File: config.mk
export PLATFORM = sky130hd
export DESIGN_NAME = pipe_hazard_ctrl
export DESIGN_NICKNAME = d
export VERILOG_FILES = /design/src/rtl/cpu_ctrl_pkg.sv /design/src/rtl/hazard_detect.sv /design/src/rtl/pipe_hazard_ctrl.sv
export SDC_FILE = /design/constraint.sdc
export NUM_CORES = 1
export LEC_CHECK = 0
export CAP_MARGIN = 40
export CORE_ASPECT_RATIO = 1.25
export CORE_MARGIN = 5
export CORE_UTILIZATION = 45
export DETAILED_ROUTE_END_ITERATION = 8
export GPL_ROUTABILITY_DRIVEN = 0
export PLACE_DENSITY = 0.82
export SYNTH_ARGS = -nofsm -noshare
export SYNTH_HDL_FRONTEND = slang
export SYNTH_HIERARCHICAL = 1
export SYNTH_SLANG_ARGS = --single-unit
File: constraint.sdc
create_clock -name clk -period 2.35 [get_ports clk]
set_input_delay 0.3525 -clock clk [delete_from_list [all_inputs] [get_ports clk]]
set_output_delay 0.3525 -clock clk [all_outputs]
set_load 0.03 [all_outputs]
File: src/rtl/cpu_ctrl_pkg.sv
// Shared definitions for the CPU pipeline control slice: controller state
// encoding and default geometry parameters.
package cpu_ctrl_pkg;

   localparam int REG_W       = 5;
   localparam int MEM_TIMEOUT = 15;

   typedef enum logic [2:0] {
      ST_IDLE,
      ST_RUN,
      ST_DMEM_WAIT,
      ST_HALT,
      ST_ERR
   } ctrl_state_e;

endpackage

File: src/rtl/hazard_detect.sv
// Combinational load-use comparator: an EX-stage load whose destination is
// read by the instruction currently in ID.
module hazard_detect #(
   parameter int REG_W = cpu_ctrl_pkg::REG_W
) (
   input  logic [REG_W-1:0] id_rs,
   input  logic [REG_W-1:0] id_rt,
   input  logic             id_use_rs,
   input  logic             id_use_rt,
   input  logic [REG_W-1:0] ex_rd,
   input  logic             ex_mem_read,
   input  logic             ex_reg_write,
   output logic             load_use
);

   logic rs_hit;
   logic rt_hit;

   assign rs_hit = id_use_rs && (id_rs == ex_rd);
   assign rt_hit = id_use_rt && (id_rt == ex_rd);

   // Register 0 is hard-wired, so a load targeting it never creates a dependency.
   assign load_use = ex_mem_read && ex_reg_write && (ex_rd != '0) && (rs_hit || rt_hit);

endmodule

File: src/rtl/pipe_hazard_ctrl.sv
// Central stall/flush sequencer for the 5-stage pipeline: Mealy control of the
// PC and pipeline registers, dmem wait/timeout, debug halt and stall accounting.
module pipe_hazard_ctrl #(
   parameter int REG_W       = cpu_ctrl_pkg::REG_W,
   parameter int MEM_TIMEOUT = cpu_ctrl_pkg::MEM_TIMEOUT,
   parameter int CNT_W       = 16
) (
   input  logic             clk,
   input  logic             rst,
   input  logic             en,
   input  logic [REG_W-1:0] id_rs,
   input  logic [REG_W-1:0] id_rt,
   input  logic             id_use_rs,
   input  logic             id_use_rt,
   input  logic [REG_W-1:0] ex_rd,
   input  logic             ex_mem_read,
   input  logic             ex_reg_write,
   input  logic             ex_branch_taken,
   input  logic             imem_ready,
   input  logic             dmem_req,
   input  logic             dmem_ready,
   output logic             pc_ce,
   output logic             pc_stall,
   output logic             ifid_stall,
   output logic             ifid_flush,
   output logic             idex_stall,
   output logic             idex_flush,
   output logic             exmem_stall,
   output logic             halted,
   output logic             err,
   output logic [CNT_W-1:0] stall_cycles
);

   import cpu_ctrl_pkg::*;

   localparam int                WCNT_W   = $clog2(MEM_TIMEOUT + 1);
   localparam logic [WCNT_W-1:0] WCNT_MAX = WCNT_W'(MEM_TIMEOUT);

   ctrl_state_e       state_reg, state_next;
   logic [WCNT_W-1:0] wcnt_reg, wcnt_next;
   logic [CNT_W-1:0]  stall_cnt_reg;
   logic              load_use;
   logic              dmem_miss;
   logic              freeze;

   hazard_detect #(.REG_W(REG_W)) u_hazard_detect (
      .id_rs        (id_rs),
      .id_rt        (id_rt),
      .id_use_rs    (id_use_rs),
      .id_use_rt    (id_use_rt),
      .ex_rd        (ex_rd),
      .ex_mem_read  (ex_mem_read),
      .ex_reg_write (ex_reg_write),
      .load_use     (load_use)
   );

   assign dmem_miss    = dmem_req && !dmem_ready;
   assign stall_cycles = stall_cnt_reg;

   always_ff @(posedge clk or posedge rst) begin
      if (rst) begin
         state_reg     <= ST_IDLE;
         wcnt_reg      <= '0;
         stall_cnt_reg <= '0;
      end else begin
         state_reg <= state_next;
         wcnt_reg  <= wcnt_next;
         if (pc_stall && (state_reg != ST_IDLE) && (stall_cnt_reg != '1))
            stall_cnt_reg <= stall_cnt_reg + CNT_W'(1);
      end
   end

   // pc_stall defaults high and pc_ce low: only the advancing RUN cases release the PC.
   always_comb begin
      state_next  = state_reg;
      wcnt_next   = wcnt_reg;
      freeze      = 1'b0;
      pc_ce       = 1'b0;
      pc_stall    = 1'b1;
      ifid_stall  = 1'b0;
      ifid_flush  = 1'b0;
      idex_stall  = 1'b0;
      idex_flush  = 1'b0;
      exmem_stall = 1'b0;
      halted      = 1'b0;
      err         = 1'b0;

      unique case (state_reg)
         ST_IDLE: begin
            if (en) begin
               state_next = ST_RUN;
               wcnt_next  = '0;
            end
         end
         ST_RUN: begin
            if (dmem_miss) begin
               freeze     = 1'b1;
               state_next = ST_DMEM_WAIT;
               wcnt_next  = WCNT_W'(1);
            end else if (!en) begin
               freeze     = 1'b1;
               state_next = ST_HALT;
            end else if (ex_branch_taken) begin
               pc_ce      = 1'b1;
               pc_stall   = 1'b0;
               ifid_flush = 1'b1;
               idex_flush = 1'b1;
            end else if (load_use) begin
               ifid_stall = 1'b1;
               idex_flush = 1'b1;
            end else if (!imem_ready) begin
               ifid_flush = 1'b1;
            end else begin
               pc_ce    = 1'b1;
               pc_stall = 1'b0;
            end
         end
         ST_DMEM_WAIT: begin
            freeze = 1'b1;
            if (dmem_ready) begin
               state_next = ST_RUN;
               wcnt_next  = '0;
            end else if (wcnt_reg == WCNT_MAX) begin
               state_next = ST_ERR;
            end else begin
               wcnt_next = wcnt_reg + WCNT_W'(1);
            end
         end
         ST_HALT: begin
            freeze = 1'b1;
            halted = 1'b1;
            if (en) begin
               state_next = ST_RUN;
               wcnt_next  = '0;
            end
         end
         ST_ERR: begin
            freeze = 1'b1;
            err    = 1'b1;
         end
         default: state_next = ST_IDLE;
      endcase

      if (freeze) begin
         ifid_stall  = 1'b1;
         idex_stall  = 1'b1;
         exmem_stall = 1'b1;
      end
   end

endmodule

# ---- Yosys cells after proc, flatten, opt, wreduce, memory -nomap -nowiden
# Cells that the tools add are included.
dict set report totals {
  ff_bits 23
  elab_cells 81
  in_bits 26
}
dict set report classes {
  bitwise_logic 1
  add_sub_neg 2
  eq_ne 13
  n_reduce_logical 18
  n_mux 44
}
# op n
set ops {}
lappend ops {{2-to-1 mux 1 bit} 32}
lappend ops {{adder 16 x 1 -> 16 bit (second input constant)} 1}
lappend ops {{2-to-1 mux 4 bit} 4}
lappend ops {{!= test 16 bit (second input constant)} 1}
lappend ops {{2-to-1 mux 3 bit} 5}
lappend ops {{one-hot mux 3 bit (4 select lines)} 1}
lappend ops {{one-hot mux 4 bit (3 select lines)} 1}
lappend ops {{equality test 5 bit} 2}
lappend ops {{!= test 3 bit (second input constant)} 3}
lappend ops {{logical AND 1 bit} 8}
lappend ops {{AND reduction 4 bit} 2}
lappend ops {{equality test 3 x 2 -> 1 bit (second input constant)} 2}
lappend ops {{nonzero test 3 bit} 2}
lappend ops {{nonzero test 5 bit} 1}
lappend ops {{adder 4 x 1 -> 4 bit (second input constant)} 1}
lappend ops {{equality test 4 bit (second input constant)} 1}
lappend ops {{equality test 3 x 1 -> 1 bit (second input constant)} 1}
lappend ops {{equality test 3 bit (second input constant)} 1}
lappend ops {{zero test 3 bit} 1}
lappend ops {{OR reduction 3 bit} 1}
lappend ops {{!= test 2 x 1 -> 1 bit (second input constant)} 1}
lappend ops {{!= test 2 bit (second input constant)} 1}
lappend ops {{one-hot mux 1 bit (2 select lines)} 1}
lappend ops {{OR reduction 2 bit} 1}
lappend ops {{3 further kinds} 3}

# ---- Longest topological paths before layout
# Gate-level depths: netlist (run 1).
dict set report depth {
  depth_word 11
  depth_mapped 10
}

# ---- Hierarchy
# Netlist (run 1), hierarchy kept.
# module seq_area_each_um2 instances area_per_inst_um2 cells_each
set modules_own_cells {}
lappend modules_own_cells {pipe_hazard_ctrl 575.6 1 1307.5 131}
lappend modules_own_cells {hazard_detect 0.0 1 135.1 17}

# ---- Worst setup path after synthesis (run 1)
# Ideal clock, no wire load.
dict set report synth_timing {
  path_kind {input-to-reg}
  from {in id_rs[0]}
  to {reg stall_cnt_reg[12] (netlist: stall_cycles[12])}
  n_path_buf 1
  required_time_ns 2.273
  setup_ns 0.077
  arrival_time_ns 2.378
  stages 10
  path_slack_ns -0.105
  cell_sequence {xor2_1 nor4_1 nand3_1 a21oi_1 nor2b_1 o2111a_2 or4b_1 buf_6 nor2_4 xor2_2}
}
dict set report synth_between {
  elab_chain_cells 11
}
# element line
set synth_lines {}
lappend synth_lines {{start, declared} pipe_hazard_ctrl.sv:11} ;# input logic [REG_W-1:0] id_rs,
lappend synth_lines {{equality test 5 bit} hazard_detect.sv:19} ;# assign rs_hit = id_use_rs && (id_rs == ex_rd);
lappend synth_lines {{logical AND 1 bit} hazard_detect.sv:19}
lappend synth_lines {{logical OR 1 bit} hazard_detect.sv:23} ;# assign load_use = ex_mem_read && ex_reg_write && (ex_rd != '0) && (rs_hit || rt_hit);
lappend synth_lines {{logical AND 1 bit} hazard_detect.sv:23}
lappend synth_lines {{via load_use} pipe_hazard_ctrl.sv:42} ;# logic load_use;
lappend synth_lines {{2-to-1 mux 1 bit} pipe_hazard_ctrl.sv:108} ;# end else if (load_use) begin
lappend synth_lines {{2-to-1 mux 1 bit} pipe_hazard_ctrl.sv:103} ;# end else if (ex_branch_taken) begin
lappend synth_lines {{2-to-1 mux 1 bit} pipe_hazard_ctrl.sv:100} ;# end else if (!en) begin
lappend synth_lines {{2-to-1 mux 1 bit} pipe_hazard_ctrl.sv:96} ;# if (dmem_miss) begin
lappend synth_lines {{2-to-1 mux 1 bit} pipe_hazard_ctrl.sv:88} ;# unique case (state_reg)
lappend synth_lines {{logical AND 1 bit (2 in a row)} pipe_hazard_ctrl.sv:68} ;# if (pc_stall && (state_reg != ST_IDLE) && (stall_cnt_reg != '1))
lappend synth_lines {{end signal, assigned} pipe_hazard_ctrl.sv:69} ;# stall_cnt_reg <= stall_cnt_reg + CNT_W'(1);
lappend synth_lines {{end, declared} pipe_hazard_ctrl.sv:41} ;# logic [CNT_W-1:0] stall_cnt_reg;
# The timed path passes the listed nets, and every way through them passes these cells.
# A chain may end at the register's enable or synchronous reset.

# ---- Worst setup path in the final report (run 1)
dict set report layout_timing {
  from {in id_rt[4]}
  to {out pc_stall}
}
dict set report layout_between {
  elab_chain_cells 9
}
# element line
set layout_lines {}
lappend layout_lines {{start, declared} pipe_hazard_ctrl.sv:12} ;# input logic [REG_W-1:0] id_rt,
lappend layout_lines {{equality test 5 bit} hazard_detect.sv:20} ;# assign rt_hit = id_use_rt && (id_rt == ex_rd);
lappend layout_lines {{logical AND 1 bit} hazard_detect.sv:20}
lappend layout_lines {{logical OR 1 bit} hazard_detect.sv:23}
lappend layout_lines {{logical AND 1 bit} hazard_detect.sv:23}
lappend layout_lines {{via load_use} pipe_hazard_ctrl.sv:42}
lappend layout_lines {{2-to-1 mux 1 bit} pipe_hazard_ctrl.sv:108}
lappend layout_lines {{2-to-1 mux 1 bit} pipe_hazard_ctrl.sv:103}
lappend layout_lines {{2-to-1 mux 1 bit} pipe_hazard_ctrl.sv:100}
lappend layout_lines {{2-to-1 mux 1 bit} pipe_hazard_ctrl.sv:96}
lappend layout_lines {{2-to-1 mux 1 bit} pipe_hazard_ctrl.sv:88}
lappend layout_lines {{end, declared} pipe_hazard_ctrl.sv:23} ;# output logic pc_stall,
# The timed path passes the listed nets, and every way through them passes these cells.

==> results of run 1 <==
[synth_stat cells (all sizes together)]
| master | count |
|---|---|
| inv | 6 |
| xor2 | 13 |
| ha | 2 |
| nand2b | 2 |
| nand4 | 5 |
| mux2i | 1 |
| nand3 | 9 |
| xnor2 | 13 |
| a21oi | 3 |
| o2111ai | 1 |
| or3 | 3 |
| nand2 | 16 |
| nand4b | 1 |
| o211ai | 1 |
| a211oi | 2 |
| and4 | 1 |
| o21ai | 8 |
| or4 | 1 |
| o2111a | 1 |
| o21a | 2 |
| and3 | 3 |
| a32o | 1 |
| or3b | 1 |
| mux2 | 1 |
| nor4 | 3 |
| nor2b | 2 |
| nor3b | 1 |
| a22o | 1 |
| nor3 | 3 |
| nor2 | 11 |
| buf | 4 |
| or4b | 1 |
| clkbuf | 1 |
| dfrtp | 23 |
| a221oi | 1 |
[cells by family (layout without fill, tap and decap cells)]
group / after synthesis / after routing
simple gates: 63 / 63
xor+xnor: 26 / 26
flops: 23 / 23
compound gates: 21 / 21
buf+inv: 11 / 69
fa+ha+maj: 2 / 2
mux: 2 / 2
[tightest hold or removal path: stages]
cell             delay [ps]
clkdlybuf4s50_1         390
inv_1                    50
buf_4                   280
[per-stage QoR]
stage	utilization	hold slack (ps)	worst slack, ps	cells	power, uW
4_1_cts	0.660	434	-6.19	244	1520
2_1_floorplan	-	354	-55.0	148	982
6_report	0.657	423	5.03	243	1510
3_5_place_dp	0.639	505	-557	239	1280
3_3_place_gp	0.639	495	-486	239	1250
5_1_grt	0.657	452	5.91	243	1600
[worst paths after layout]
check,startpoint,end,depth (start not counted)
min in group clk,wcnt_reg[2],wcnt_reg[2],1
worst max-delay path,id_rt[4],pc_stall,10
worst min register to register,wcnt_reg[2],wcnt_reg[2],1
worst max register to register,stall_cycles[0],stall_cycles[14],6
worst min-delay path,rst,stall_cycles[13],3
max in group asynchronous,rst,state_reg[1],3
[cell usage in the layout, fill, tap and decap left out, types with 5 or more instances in the layout]
cell type,n
clkdlybuf4s50_1,29
dfrtp_1,23
nand2_1,16
xnor2_1,13
buf_4,13
xor2_1,11
nand3_1,9
nor2_1,7
o21ai_0,7
inv_1,6
dlygate4sd2_1,6
nand4_1,5
[power breakdown]
part           leakage [uW]  switching, uW  internal, uW  total, uW
clock             0.0000228            120           121        241
combinational      0.000578            368           314        682
sequential         0.000294            108           478        586
[area by class of cell]
| class | count | area share |
|---|---|---|
| Timing Repair Buffer | 59 | 0.264 |
| Inverter | 6 | 0.0109 |
| Tap cell | 37 | 0.0225 |
| Multi-Input combinational cell | 114 | 0.402 |
| Sequential cell | 23 | 0.279 |
| Clock buffer | 4 | 0.0219 |
[per-layer routing]
metal / wire (um) / vias up
met5: 0 / -
met4: 31 / 0
met3: 350 / 4
met2: 1800 / 55
met1: 1550 / 616
li1: - / 630
[repair_timing]
action,4_1_cts,5_1_grt
gates resized for setup,27,10
endpoints found under the setup margin,21,17
pin swaps,10,10
setup buffers,1,0
hold endpoints to repair,0,0
==> impl_metrics.yaml, run 1 <==
synthesis:
  yosys-top-cells-area: "dfrtp_1, xnor2_1, xor2_1"
  synth_warnings: 6
  synth-simple-area-share: 0.249
  yosysSeqAreaShare: 0.399
  yosys.area.top_type: "dfrtp_1"
  synth_nets: 176
  muxShareOfSynthArea: 0.0147
  synth_compound_area_frac: 0.109
  synth_top_area_frac: 0.399
  synth-adder-area-share: 0.0173
  synth-seq-cells: 23
  ys_types: 43
  syn-cell-area_mm2: 0.00144
  synth-xor-area-share: 0.168
  synth_top_family_by_area: "simple AND/OR/NAND/NOR gates"
  syn_area_per_cell_um2: 9.75
  syn-instance-count: 148
route:
  postRouteAntennaNets: 0
  wl_mm: 3.73
  dr.pass1.iters: 4
  viasPerCell: 5.37
  drt_iter0_drc: 52
  drc_errors: 0
  wire_per_inst_um: 15.4
  vias: 1305
cts:
  htree_levels: 1
  cts_made_buffers: 3
  clkLatencyLatePin_ps: 260
  clockBufferDepth: 2
  clkSinkCount: 23
  clkTransAtPathRegs_ps: 80
  cts-root-buf: "clkbuf_8"
  hold_buffers: 0
  cts_tree: "done"
floorplanning:
  fp.dieArea_mm2: 0.00445
  row_count: 23
  die_h_um: 73.3
  die_w_um: 60.6
  core_area_mm2: 0.00314
  start_util: 0.460
  ios: 51
place:
  dp_hpwl_mm: 2.89
  port_buffers: 50
  placed_area_mm2: 0.00200
critical_path:
  crit_family: "simple AND/OR/NAND/NOR gates"
  path_cells: "clkdlybuf4s15_1 -> xor2_1 -> nor4_1 -> nand3_1 -> a21oi_2 -> nor2b_1 -> o2111a_2 -> buf_6 -> inv_1 -> buf_6"
  cp.required_ps: 2000
  arrival_ps: 1990
  crit_type: "in -> out"
  cpPeakStageDelay_ps: 350
  critPathMostFrequentCell: "buf_6"
  path_buf_inv: 4
  worst-path-max-fanout: 4
  cp_slowest_cell: "nor4_1"
  r2r_setup_slack_ps: 460
  crit_path_start_kind: "input port"
  cp-end-kind: "primary output"
run_status:
  status: "finished, final reports clean"
sta:
  slew_violations: 0
  rsz0062_at_grt: "no"
  relSlewSlack: 0.704
  period_share: 0.998
  finClkSkew_ps: 1.77
  worstMarginPinSlew_ps: 441
  setup_tns_ps: 0
  period_minus_slack_ps: 2340
  setup_viol: 0
  finalHoldViolations: 0
  max_freq_ghz: 0.426
grt:
  grt_pass1_vias: 1392
  grtUsageMet3: 0.0334
  use_met2: 0.315
  use_met1: 0.219
  busiest_layer: "met2"
  grt.overflow.total: 0
  grt_pass1_wl_mm: 6.21
  track_usage: 0.178
  antenna_found_initial: 0
  grt_max_degree: 24
power_and_ir_drop:
  ir_drop_mv: 0.800
  p_leak_uw: 0.000895
  powerDensity_mw_per_mm2: 733
cells_and_area:
  final_cell_area_mm2: 0.00206
  regArea_um2: 576
  multiInputGateArea_um2: 827
  antenna_cells: 0
  drive_above_1_share: 0.194
  largest_reg_flops: 16
  fin_nets: 235
  area_delta_synth_final_pct: 42.8
  fillers: 256
worst_hold_path:
  min_path_type: "in -> async"
job:
  drv_cap: 0
Note: power is estimated with default switching activity, not from simulation.
==> run 2, diff against run 1 <==
CORE_UTILIZATION = 25   (was 45)
PLACE_DENSITY = 0.52   (was 0.82)
==> impl_metrics.yaml, run 2 (same netlist as run 1, synthesis figures left out) <==
cts:
  clkLatencyLatePin_ps: 250
  cts_tree: "done"
  htree_levels: 1
  cts-root-buf: "clkbuf_8"
  clockBufferDepth: 2
  cts_made_buffers: 3
  clkTransAtPathRegs_ps: 80
  clkSinkCount: 23
grt:
  grt_max_degree: 24
  grt.overflow.total: 0
  track_usage: 0.102
  grt_pass1_wl_mm: 6.31
  grt_pass1_vias: 1342
  antenna_found_initial: 0
cells_and_area:
  fillers: 594
  layout_commonest_cell: "clkdlybuf4s50_1"
  largest_reg_flops: 16
  drive_above_1_share: 0.243
  final_cell_mix: "clkdlybuf4s50_1, dfrtp_1, buf_4, nand2_1, xnor2_1"
  final_cell_area_mm2: 0.00211
  antenna_cells: 0
  fin_nets: 239
  finalNonFillerCells: 276
  area_delta_synth_final_pct: 46.5
sta:
  worst_hold_slack_ps: 429
  worst_slack_ps: 107
  relSlewSlack: 0.691
  setup_viol: 0
  rsz0062_at_grt: "no"
  finalHoldViolations: 0
  finClkSkew_ps: 2.77
  max_freq_ghz: 0.446
  slew_violations: 0
  period_share: 0.955
  worstMarginPinSlew_ps: 459
  setup_tns_ps: 0
  period_minus_slack_ps: 2240
floorplanning:
  die_w_um: 77.9
  start_util: 0.253
  fp.dieArea_mm2: 0.00740
  row_count: 31
  core_area_mm2: 0.00570
  die_h_um: 94.9
  ios: 51
route:
  drc_errors: 0
  wire_per_inst_um: 13.1
  postRouteAntennaNets: 0
  drt_iter0_drc: 37
  viasPerCell: 4.59
  vias: 1266
  dr.pass1.iters: 4
  wl_mm: 3.62
critical_path:
  cpPeakStageDelay_ps: 480
  crit_path_start_kind: "input port"
  cp_slowest_cell: "or4_4"
  path_cells: "clkdlybuf4s15_2 -> or4_4 -> o211ai_2 -> a21oi_2 -> buf_4 -> nand2b_1 -> nand3_2 -> a21oi_2 -> o21ai_1 -> buf_4"
  r2r_cells: 7
  rr_endpoint: "stall_cycles[0]"
  cp.required_ps: 2000
  reg2reg_from: "stall_cycles[7]"
  cp-end-kind: "primary output"
  arrival_ps: 1890
  crit_type: "in -> out"
  crit_family: "simple AND/OR/NAND/NOR gates"
  path_buf_inv: 3
  r2r_setup_slack_ps: 420
  worst-path-max-fanout: 3
place:
  placed_area_mm2: 0.00206
  dp_hpwl_mm: 2.90
  port_buffers: 50
  dp.cells: 271
  dp_slack_ps: -578
power_and_ir_drop:
  powerDensity_mw_per_mm2: 722
  p_leak_uw: 0.000895
  ir_drop_mv: 0.287
run_status:
  status: "finished, final reports clean"
job:
  drv_cap: 0
worst_hold_path:
  min_path_type: "in -> async"
run 2: cell count changes in the layout (fill, tap and decap cells not counted):
cell             delta
a21oi_1             -1
a21oi_2             +1
buf_2               +2
buf_4               +5
buf_6               -1
clkbuf_1            -1
clkbuf_2            +2
clkdlybuf4s15_1     -1
clkdlybuf4s50_1     +1
clkinv_2            +1
dlygate4sd2_1       -3
dlymetal6s2s_1      -1
nand3_1             -1
nand3_2             +1
run 2: stage by stage:
step / util / total power, uW
after global routing: 0.371 / 1630
after floorplan: - / 982
after detailed placement: 0.362 / 1300
after global placement: 0.362 / 1290
after CTS: 0.369 / 1540
final: 0.371 / 1520
run 2: report_power, final:
part	leakage (uW)	internal, uW	switching (uW)	total, uW
Sequential	0.000294	478	107	585
Combinational	0.000575	332	371	703
Clock	0.0000255	118	120	238
Total	0.000895	927	597	1520
run 2: per-layer routing:
layer / up-vias / share of wire / GRT usage
met3: 2 / 0.060 / 0.0267
li1: 642 / - / -
met2: 31 / 0.50 / 0.178
met1: 591 / 0.44 / 0.128
met4: 0 / 0.0041 / 0.0169
met5: - / 0 / 0
run 2: worst max path at each step:
stage	start	endpoint	slack (ps)	depth (start not counted)
after floorplan	id_rs[1]	stall_cycles[12]	-50	10
after global placement	ex_rd[1]	stall_cycles[14]	-590	11
after detailed placement	ex_rd[3]	stall_cycles[12]	-580	11
after CTS	ex_rd[0]	stall_cycles[14]	6	11
after global routing	id_rt[3]	ifid_stall	20	11
final	ex_rd[0]	ifid_stall	110	10
run 2: repair_timing:
action                                  4_1_cts  5_1_grt
buffers inserted                              0        2
gates resized for setup                      37        8
endpoints found under the setup margin       21       13
gates cloned                                  0        0
pin swaps                                    13       10
hold buffers                                  0        0
run 2: layout make-up:
type,instances,area [um2],share of cell area
clock inverter,1,5.00,0.00237
clock buffer,3,41.3,0.0195
tap,66,82.6,0.0391
multi-input combinational,114,836,0.395
inverter,6,22.5,0.0107
sequential,23,576,0.272
timing repair buffer,63,551,0.261
run 2: worst register-to-register path: cells and delay by family, from the launching register on:
kind	cells	cell delay [ps]
buffers and inverters	3	410
DFF	1	450
AOI/OAI and AO/OA	1	130
and+or+nand+nor	2	710
xor gates and xnor gates	1	130
==> run 3, diff against run 2 <==
GPL_TIMING_DRIVEN = 0   (was not set)
SLEW_MARGIN = 5   (was not set)
TNS_END_PERCENT = 100   (was not set)
==> impl_metrics.yaml, run 3 (same netlist as run 1, synthesis figures left out) <==
power_and_ir_drop:
  powerDensity_mw_per_mm2: 718
  ir_drop_mv: 0.235
  power_uw: 1520
  p_leak_uw: 0.000902
  clockPowerShare: 0.167
  switching_power_uw: 608
  power_frac_comb: 0.449
  p_int_uw: 911
  seqPwrFrac: 0.384
  switching_share: 0.400
route:
  dr.pass1.iters: 4
  wire_per_inst_um: 13.6
  wl_mm: 3.69
  drc_errors: 0
  wl_met3_um: 233
  postRouteAntennaNets: 0
  viasPerCell: 4.68
  drt-met1-wl_mm: 1.55
  wl_met2_mm: 1.86
  drt_iter0_drc: 72
  top_layer_used: "met4"
  vias: 1269
run_status:
  status: "finished, final reports clean"
sta:
  slew_violations: 0
  worstMarginPinSlew_ps: 650
  rsz0062_at_grt: "yes"
  setup_viol: 0
  period_share: 0.955
  max_freq_ghz: 0.446
  setup_tns_ps: 0
  relSlewSlack: 0.563
  finClkSkew_ps: 3.88
  finalHoldViolations: 0
  period_minus_slack_ps: 2240
  worst_hold_slack_ps: 296
cts:
  clkLatencyLatePin_ps: 270
  cts-root-buf: "clkbuf_8"
  clkSinkCount: 23
  cts_made_buffers: 3
  clockBufferDepth: 2
  hold_buffers: 0
  htree_levels: 1
  cts_tree: "done"
  clkTransAtPathRegs_ps: 90
critical_path:
  rr_endpoint: "stall_cycles[8]"
  r2r_cells: 6
  crit_path_start_kind: "input port"
  cp_slowest_cell: "or4_4"
  cp.required_ps: 2000
  reg2reg_from: "stall_cycles[0]"
  r2r_setup_slack_ps: 340
  cp-end-kind: "primary output"
  path_cells: "buf_4 -> or4_4 -> o211ai_2 -> a21oi_2 -> buf_4 -> nand2b_4 -> nand3_1 -> a21oi_1 -> o21ai_1 -> buf_4"
  worst-path-max-fanout: 3
  cpPeakStageDelay_ps: 530
  crit_type: "in -> out"
  critPathMostFrequentCell: "buf_4"
  arrival_ps: 1890
grt:
  grt.overflow.total: 0
  grt_pass1_vias: 1355
  grt_pass1_wl_mm: 6.23
  antenna_found_initial: 0
  track_usage: 0.103
  grt_max_degree: 21
floorplanning:
  die_h_um: 94.9
  core_area_mm2: 0.00570
  fp.dieArea_mm2: 0.00740
  die_w_um: 77.9
  ios: 51
  start_util: 0.253
  row_count: 31
cells_and_area:
  fin_nets: 234
  largest_reg_flops: 16
  antenna_cells: 0
  final_cell_mix: "clkdlybuf4s50_1, dfrtp_1, nand2_1, xnor2_1, xor2_1"
  drive_above_1_share: 0.224
  layout_commonest_cell: "clkdlybuf4s50_1"
  fillers: 577
  area_delta_synth_final_pct: 46.7
  final_cell_area_mm2: 0.00212
worst_hold_path:
  min_path_type: "in -> async"
place:
  placed_area_mm2: 0.00206
  dp_hpwl_mm: 2.84
  port_buffers: 50
job:
  drv_cap: 0
==> run 3: cell count changes in the layout (fill, tap and decap cells not counted), moves of 2 or more <==
cell and change:
buf_4 -12, clkbuf_2 +3, clkdlybuf4s50_1 -3, a211oi_2 -2, a211oi_4 +2, buf_2 +2, clkbuf_1 +2, dlymetal6s2s_1 +2
==> run 3: layout make-up <==
class | count | area (um2) | area share
inverters | 6 | 22.5 | 0.0106
plain buffers | 4 | 27.5 | 0.0130
multi-input cells | 114 | 863 | 0.408
flip-flops and latches | 23 | 576 | 0.272
repair buffers | 54 | 499 | 0.236
clock buffers | 4 | 45.0 | 0.0213
well taps | 66 | 82.6 | 0.0390
==> run 3: routing by layer <==
layer / GRT usage / vias to the layer above
met2: 0.188 / 32
li1: - / 626
met1: 0.116 / 606
met4: 0.0296 / 0
met3: 0.0286 / 5
met5: 0 / -
==> run 3: power by group through the flow <==
stage	Combinational (uW)	Sequential, uW	Clock [uW]
detailed placement	692	594	0
floorplan	285	697	0
finish	683	583	254
global placement	680	595	0
global route	743	604	278
CTS	690	586	264
==> run 3: how the worst max path moves through the flow <==
stage	start	end	cells past startpoint
CTS	id_rt[1]	stall_cycles[12]	10
global placement	ex_rd[1]	ifid_stall	10
finish	ex_rd[3]	ifid_stall	10
detailed placement	ex_rd[1]	pc_stall	9
global route	ex_rd[0]	stall_cycles[12]	10
floorplan	id_rs[1]	stall_cycles[12]	10
==> run 3: through the flow <==
stage | setup WS (ps) | utilization | instances
floorplan | -55.0 | - | 148
global placement | -805 | 0.356 | 264
detailed placement | -781 | 0.361 | 265
CTS | 4.79 | 0.366 | 271
global route | -26.4 | 0.371 | 271
finish | 106 | 0.371 | 271
==> run 3: critical path, delay by kind of cell <==
kind | cells | cell delay (ps)
AOI/OAI and AO/OA | 4 | 450
buffers and inverters | 3 | 430
and+or+nand+nor | 3 | 650
==> run 3: timing repair <==
action,4_1_cts,5_1_grt
setup endpoints to repair,24,16
setup buffers,3,0
pin swaps,16,18
gates resized for setup,66,21
